**config.mk**
```make
export PLATFORM = sky130hd
export DESIGN_NAME = fp_packer
export DESIGN_NICKNAME = d
export VERILOG_FILES = /design/src/rtl/fp_packer.sv
export SDC_FILE = /design/constraint.sdc
export NUM_CORES = 1
export LEC_CHECK = 0
export ABC_CLOCK_PERIOD_IN_PS = 5000
export BUFFER_PORTS_ARGS = -buffer_cell sky130_fd_sc_hd__buf_2
export CAP_MARGIN = 20
export CORE_MARGIN = 2
export CORE_UTILIZATION = 40
export CTS_CLUSTER_SIZE = 40
export DETAILED_ROUTE_END_ITERATION = 10
export GPL_ROUTABILITY_DRIVEN = 1
export PLACE_DENSITY_LB_ADDON = 0.3
export SYNTH_ARGS = -nofsm -noshare
export SYNTH_HDL_FRONTEND = slang
export SYNTH_SLANG_ARGS = --single-unit
```
**constraint.sdc**
```tcl
create_clock -name clk -period 5 [get_ports clk]
set_input_delay 0.25 -clock clk [delete_from_list [all_inputs] [get_ports clk]]
set_output_delay 0.25 -clock clk [all_outputs]
set_load 0.02 [all_outputs]
```
**src/rtl/fp_packer.sv**
```systemverilog
// Packs an unpacked FP operand into IEEE-754 double or single format.
// Tiny results are denormalised by a one-bit-per-clock right shifter with sticky tracking.
module fp_packer #(
  parameter int unsigned N         = 64,
  parameter int unsigned MAX_SHIFT = 55
) (
  input  logic         clk,
  input  logic         rst,
  input  logic         in_valid,
  output logic         in_ready,
  input  logic         dbs,
  input  logic         s,
  input  logic [12:0]  e,
  input  logic [52:0]  f,
  input  logic         nan,
  input  logic         inf,
  input  logic         zero,
  output logic         out_valid,
  input  logic         out_ready,
  output logic [N-1:0] y,
  output logic         ovf,
  output logic         unf,
  output logic         inexact
);

  localparam int unsigned CW = $clog2(MAX_SHIFT + 1);

  typedef enum logic [1:0] {StIdle, StShift, StDone} state_e;

  state_e         state_q, state_d;
  logic           s_q, dbs_q, sticky_q;
  logic [52:0]    f_q;
  logic [CW-1:0]  cnt_q;
  logic [63:0]    y_q;
  logic           ovf_q, unf_q, inexact_q;

  logic           accept, is_denorm, shift_last;
  logic [63:0]    acc_y;
  logic           acc_ovf, acc_inexact;
  logic [CW-1:0]  acc_cnt;
  logic [52:0]    f_sh;
  logic           sticky_sh;
  logic [63:0]    dn_y;
  logic           dn_inexact;
  int             e_int, k_int;

  // Classification and packing of the operand presented at the input.
  always_comb begin
    e_int       = int'($signed(e));
    k_int       = 1 - e_int;
    is_denorm   = !nan && !inf && !zero && (f != '0) && (e_int < 1);
    acc_cnt     = (k_int > int'(MAX_SHIFT)) ? CW'(MAX_SHIFT) : CW'(k_int);
    acc_y       = '0;
    acc_ovf     = 1'b0;
    acc_inexact = 1'b0;
    if (nan) begin
      acc_y = dbs ? 64'h7FF8_0000_0000_0000 : 64'h0000_0000_7FC0_0000;
    end else if (inf) begin
      acc_y = dbs ? {s, 11'h7FF, 52'h0} : {32'h0, s, 8'hFF, 23'h0};
    end else if (zero || (f == '0)) begin
      acc_y = dbs ? {s, 63'h0} : {32'h0, s, 31'h0};
    end else if (e_int > (dbs ? 2046 : 254)) begin
      acc_y       = dbs ? {s, 11'h7FF, 52'h0} : {32'h0, s, 8'hFF, 23'h0};
      acc_ovf     = 1'b1;
      acc_inexact = 1'b1;
    end else if (dbs) begin
      acc_y = {s, e[10:0], f[51:0]};
    end else begin
      acc_y       = {32'h0, s, e[7:0], f[51:29]};
      acc_inexact = |f[28:0];
    end
  end

  // Shifter step and packing of the value it produces on its last step.
  always_comb begin
    f_sh       = {1'b0, f_q[52:1]};
    sticky_sh  = sticky_q | f_q[0];
    shift_last = (cnt_q == CW'(1));
    if (dbs_q) begin
      dn_y       = {s_q, 11'h0, f_sh[51:0]};
      dn_inexact = sticky_sh;
    end else begin
      dn_y       = {32'h0, s_q, 8'h0, f_sh[51:29]};
      dn_inexact = sticky_sh | (|f_sh[28:0]);
    end
  end

  always_ff @(posedge clk or posedge rst) begin
    if (rst) begin
      state_q <= StIdle;
    end else begin
      state_q <= state_d;
    end
  end

  always_comb begin
    state_d = state_q;
    unique case (state_q)
      StIdle:  if (accept) state_d = is_denorm ? StShift : StDone;
      StShift: if (shift_last) state_d = StDone;
      StDone: begin
        if (accept)         state_d = is_denorm ? StShift : StDone;
        else if (out_ready) state_d = StIdle;
      end
      default: state_d = StIdle;
    endcase
  end

  always_comb begin
    out_valid = (state_q == StDone);
    in_ready  = !rst && ((state_q == StIdle) || ((state_q == StDone) && out_ready));
    accept    = in_valid && in_ready;
  end

  always_ff @(posedge clk or posedge rst) begin
    if (rst) begin
      s_q       <= 1'b0;
      dbs_q     <= 1'b0;
      f_q       <= '0;
      sticky_q  <= 1'b0;
      cnt_q     <= '0;
      y_q       <= '0;
      ovf_q     <= 1'b0;
      unf_q     <= 1'b0;
      inexact_q <= 1'b0;
    end else if (accept) begin
      s_q      <= s;
      dbs_q    <= dbs;
      f_q      <= f;
      sticky_q <= 1'b0;
      cnt_q    <= acc_cnt;
      // Denormal results are written when the shifter finishes.
      if (!is_denorm) begin
        y_q       <= acc_y;
        ovf_q     <= acc_ovf;
        unf_q     <= 1'b0;
        inexact_q <= acc_inexact;
      end
    end else if (state_q == StShift) begin
      f_q      <= f_sh;
      sticky_q <= sticky_sh;
      cnt_q    <= cnt_q - CW'(1);
      if (shift_last) begin
        y_q       <= dn_y;
        ovf_q     <= 1'b0;
        unf_q     <= 1'b1;
        inexact_q <= dn_inexact;
      end
    end
  end

  assign y       = y_q[N-1:0];
  assign ovf     = ovf_q;
  assign unf     = unf_q;
  assign inexact = inexact_q;

endmodule

```
=== After elaboration in Yosys (flattened, before gate mapping) ===
Index checks and enable logic that the tools add are counted.

* Bits in registers: 131
* Bits of input ports: 75
* Output and inout bits: 69
* Word-level logic and storage cells: 95

* Add/subtract/negate cells: 2
* $lt $le $gt $ge: 3
* Equal/unequal tests: 7
* Multiplexer cells: 49
* Bitwise gates (word level): 2
* Reduce and logical (&&, ||, !) cells: 22

{| class="wikitable"
|+ Operator list
! kind !! number
|-
| two-way mux 64 bit || 12
|-
| two-way mux 53 bit || 2
|-
| two-way mux 63 bit || 1
|-
| OR reduction 29 bit || 2
|-
| logical NOT 53 bit || 1
|-
| nonzero test 53 bit || 1
|-
| two-way mux 1 bit || 24
|-
| two-way mux 6 bit || 3
|-
| > comparator 14 x 7 -> 1 bit, second input constant || 1
|-
| subtractor 2 x 13 -> 14 bit, first input constant || 1
|-
| > comparator 13 x 12 -> 1 bit || 1
|-
| less-than comparator 13 x 2 -> 1 bit, second input constant || 1
|-
| two-way mux 11 bit || 1
|-
| two-way mux 2 bit || 5
|-
| logical AND 1 bit || 7
|-
| == test 6 x 1 -> 1 bit, second input constant || 1
|-
| != test 2 bit, second input constant || 3
|-
| case mux 2 bit (3 select lines) || 1
|-
| AND reduction 3 bit || 2
|-
| subtractor 6 x 1 -> 6 bit, second input constant || 1
|-
| logical NOT 1 bit || 4
|-
| nonzero test 2 bit || 2
|-
| != test 3 x 1 -> 1 bit, second input constant || 1
|-
| == test 2 x 1 -> 1 bit, second input constant || 1
|-
| 4 further kinds || 6
|}

=== Depth between registers and ports, before layout ===
* Depth after elaboration: 8
* Depth in mapped cells: 11
* Mapped depth without buffers: 8

=== Least setup slack after synthesis ===
OpenSTA, ideal clock, no wires.

* Kind: input port to flip-flop
* Start point: input port rst
* End point: register y_q[33], in the netlist y[33]
* Library setup time: 0.126 ns
* Data arrival time: 4.826 ns
* Required time: 4.874 ns
* Slack: 0.048 ns
* Stages: 7
* Path buffers: 2
* Cells stage by stage: inv_1 > o2111ai_1 > and2_1 > clkbuf_1 > clkbuf_1 > a221oi_1 > nor2_1

* Word-level cells in the longest chain between the ends: 5
* Elaborated cells between the ends (all ways): 8
* Classes of those cells: eq/ne: 1; mux: 1; reduce/logical: 6

{| class="wikitable"
|+ RTL lines
! item !! line !! text
|-
| from (decl) || 8 || <nowiki>input logic rst,</nowiki>
|-
| logical NOT 1 bit (no line) * || -- ||
|-
| logical AND 1 bit * || 111 || <nowiki>in_ready = !rst && ((state_q == StIdle) || ((state_q == StDone) && out_ready));</nowiki>
|-
| logical AND 1 bit * || 112 || <nowiki>accept = in_valid && in_ready;</nowiki>
|-
| != test 2 bit (no line) or nonzero test 2 bit (tied branches) || -- ||
|-
| AND reduction 3 bit (no line) || -- ||
|-
| to (signal assigned) || 134 || <nowiki>y_q <= acc_y;</nowiki>
|-
| to (signal assigned) || 144 || <nowiki>y_q <= dn_y;</nowiki>
|-
| to (decl) || 34 || <nowiki>logic [63:0] y_q;</nowiki>
|}

Mark *: on every way between the ends. The rest lies on a longest branch, timed or not.
A chain may end at the register's enable or synchronous reset.

=== Worst setup path in the final report ===
* Start point: register state_q[1]
* End point: register y_q[24], in the netlist y[24]

* Word-level cells in the longest chain between the ends: 7
* Elaborated cells between the ends (all ways): 12
* Classes of those cells: eq/ne: 3; mux: 1; reduce/logical: 8

{| class="wikitable"
|+ RTL lines
! item !! line !! text
|-
| from (decl) || 30 || <nowiki>state_e state_q, state_d;</nowiki>
|-
| from (signal assigned) || 90 || <nowiki>state_q <= StIdle;</nowiki>
|-
| from (signal assigned) || 92 || <nowiki>state_q <= state_d;</nowiki>
|-
| == test 2 bit || 111 ||
|-
| logical AND 1 bit || 111 ||
|-
| logical OR 1 bit || 111 ||
|-
| logical AND 1 bit || 111 ||
|-
| logical AND 1 bit || 112 ||
|-
| != test 2 bit (no line) or nonzero test 2 bit (tied branches) || -- ||
|-
| AND reduction 3 bit (no line) || -- ||
|}

Parallel ways exist; a longest one is shown, timed or not.

==> metrics.cfg <==
[outcome]
status = finished, final reports clean

[timing]
slew_headroom_pct = 36.2
fin_crit_sh_pct = 60.0
final.setup_skew_ps = 9.55
setup_tns_ps = 0
hold_violations = 0
worst_slew_pin_slew_ps = 957
max_freq_ghz = 0.333
setup_violations = 0
finalCriticalPeriod_ps = 3000
rsz0062_at_grt = false
finalMaxSlewViolations = 0

[floorplanning]
coreArea_mm2 = 0.0173
die-area_mm2 = 0.0188
die_width_um = 137
rows = 48
dieHeight_um = 137
initial_core_util_pct = 40.9
io_pins = 144

[clock_tree]
cts_buffers = 17
cts_buffer_depth = 2
post_cts_resized = 0
clk_pin_slew_ps = 60
clockRootBuffer = clkbuf_16
tritoncts = built
clk_latency_ps = 430
ctsHoldBuffers = 0
cts_max_level = 4
post-cts-setup-buffer-count = 0
cts_sinks = 131

[logic_synthesis]
synth_top_cell_area_share_pct = 46.4
async_flop_share_pct = 100
synthFlopType = dfrtp_1
yosysWarnings = 0
syn_inst = 756
ys_seq_area_share_pct = 46.4
synth_cell_types = 61
synth-edff-count = 0
postSynthAreaPerCell_um2 = 9.35
synth_area_mm2 = 0.00707
synthTopCellsByArea = dfrtp_1 46%, nand2_1 7.4%, mux2i_1 6.5%
syn-num-nets = 841
ys_ff_latch = 131
synth_top_cell_by_area = dfrtp_1

[cells_and_area]
layout_common_cells = 143 x buf_2, 140 x nand2_1, 131 x dfrtp_1, 70 x nor2_1, 54 x a22oi_1
fillers = 1655
nNetsFinal = 961
syn2layout_area_growth_pct = 20.9
layout_commonest_cell = buf_2
final_util_pct = 49.4
antennaDiodeCount = 0
layout-drive-gt1-share_pct = 23.1

[critical_path]
arrival_ps = 3270
slowest_delay_ps = 630
crit_path_start_kind = flop
endpoint_kind = flop
crit_slowest_cell = or4b_4
crit_buf_inv = 1
crit_chain = nand2b_1 -> or4b_4 -> and3_1 -> a21o_1 -> buf_8 -> a31oi_2 -> a31oi_1
crit_family = simple AND/OR/NAND/NOR gates
crit_fanout = 17
cp.required_ps = 5270
criticalPathCategory = flop to flop

[detailed_routing]
drtAntennaViolNets = 0
drt_iter0_markers = 667
dr.pass1.iters = 5
viasPerCell = 5.98
drt-total-wl_um = 22000
vias = 6653
wl_per_cell_um = 19.8
drc_errors = 0

[global_routing]
grt_max_degree = 75
grtUsageTotal_pct = 24.1
grt_overflow = 0
grt_pass1_vias = 6396
antenna_found_initial = 0
grt_pass1_wl_um = 34800

[placement]
dp.final_hpwl_um = 15000
port_buffers = 143
gp_congestion = 0.866

[flow_run]
drv_cap = 0

[pwr]
ir_drop_mv = 0.264
power-per-cell-area_mw_per_mm2 = 422
leakagePower_nw = 3.92

[min_path]
hold_path.class = primary input to asynchronous set/reset pin

[Yosys cell counts, types with 2 or more instances]
cell,n
nand2_1,140
dfrtp_1,131
nor2_1,72
a22oi_1,54
mux2i_1,46
clkbuf_1,39
o21a_1,23
nor4_1,22
o221ai_1,22
a221oi_1,20
o21ai_0,19
a31oi_1,17
buf_2,16
nor3_1,12
a21oi_1,10
ha_1,10
inv_1,10
a21o_1,9
a22o_1,8
nand3_1,8
nand4_1,7
o211ai_1,7
xnor2_1,4
a211oi_1,3
and3_1,3
buf_1,3
o22ai_1,3
and2_1,2
mux2_2,2
nand2b_1,2
xor2_1,2
[sequential cells by signal, summed over array words and instances (netlist names)]
register / cells
cnt_q: 6
dbs_q: 1
f_q: 53
inexact: 1
ovf: 1
s_q: 1
state_q: 2
sticky_q: 1
unf: 1
y: 64
[kinds of logic (layout without fill, tap and decap cells)]
family	Yosys count	in the layout	synth area share, %
xor+xnor	6	6	0.743
mux	48	48	6.83
flops	131	131	46.4
simple gates	281	281	17.6
compound gates	212	212	22.8
fa+ha+maj	10	10	1.77
buf+inv	68	200	3.89
[power breakdown]
part / internal [mW] / switching, mW
Sequential: 1.30 / 0.205
Combinational: 0.362 / 0.577
Clock: 0.682 / 0.478
[cell type report]
class / instances / area (um^2) / share of cell area (%)
flip-flops and latches: 131 / 3280 / 38.3
inverters: 10 / 40.0 / 0.468
well taps: 225 / 282 / 3.29
multi-input cells: 557 / 3550 / 41.5
clock inverters: 8 / 53.8 / 0.629
clock buffers: 23 / 488 / 5.71
repair buffers: 159 / 863 / 10.1
[worst min-delay path: cells and delay by family]
family	cells	cell delay [ps]
buffers and inverters	3	770
[worst paths after layout]
check | cells after the start | end | from | slack [ps]
max | 7 | y[24] | state_q[1] | 2000
min | 3 | f_q[2] | rst | 90
max reg2reg | 7 | y[24] | state_q[1] | 2000
min reg2reg | 1 | y[17] | y[17] | 480
max in group asynchronous | 4 | y[63] | rst | 3440
min in group clk | 3 | s_q | s | 90
[routing by layer]
metal | share of wire (%) | wire (um) | GRT usage [%]
met5 | 0 | 0 | 0
met4 | 2.0 | 441 | 8.42
met3 | 6.9 | 1510 | 5.00
met2 | 47 | 10300 | 37.3
met1 | 44 | 9740 | 33.5
[metrics by stage]
stage	area [um^2]	total power, mW	std cells	hold WS (ps)	setup WS [ps]
global placement	7970	2.43	1080	468	1810
CTS	8510	3.61	1111	67.5	1890
detailed placement	7970	2.45	1080	475	1720
floorplan	7070	2.09	756	355	48.3
global route	8550	3.80	1113	105	1720
finish	8550	3.60	1113	86.0	2000
Note: power is estimated with default switching activity, not from simulation.
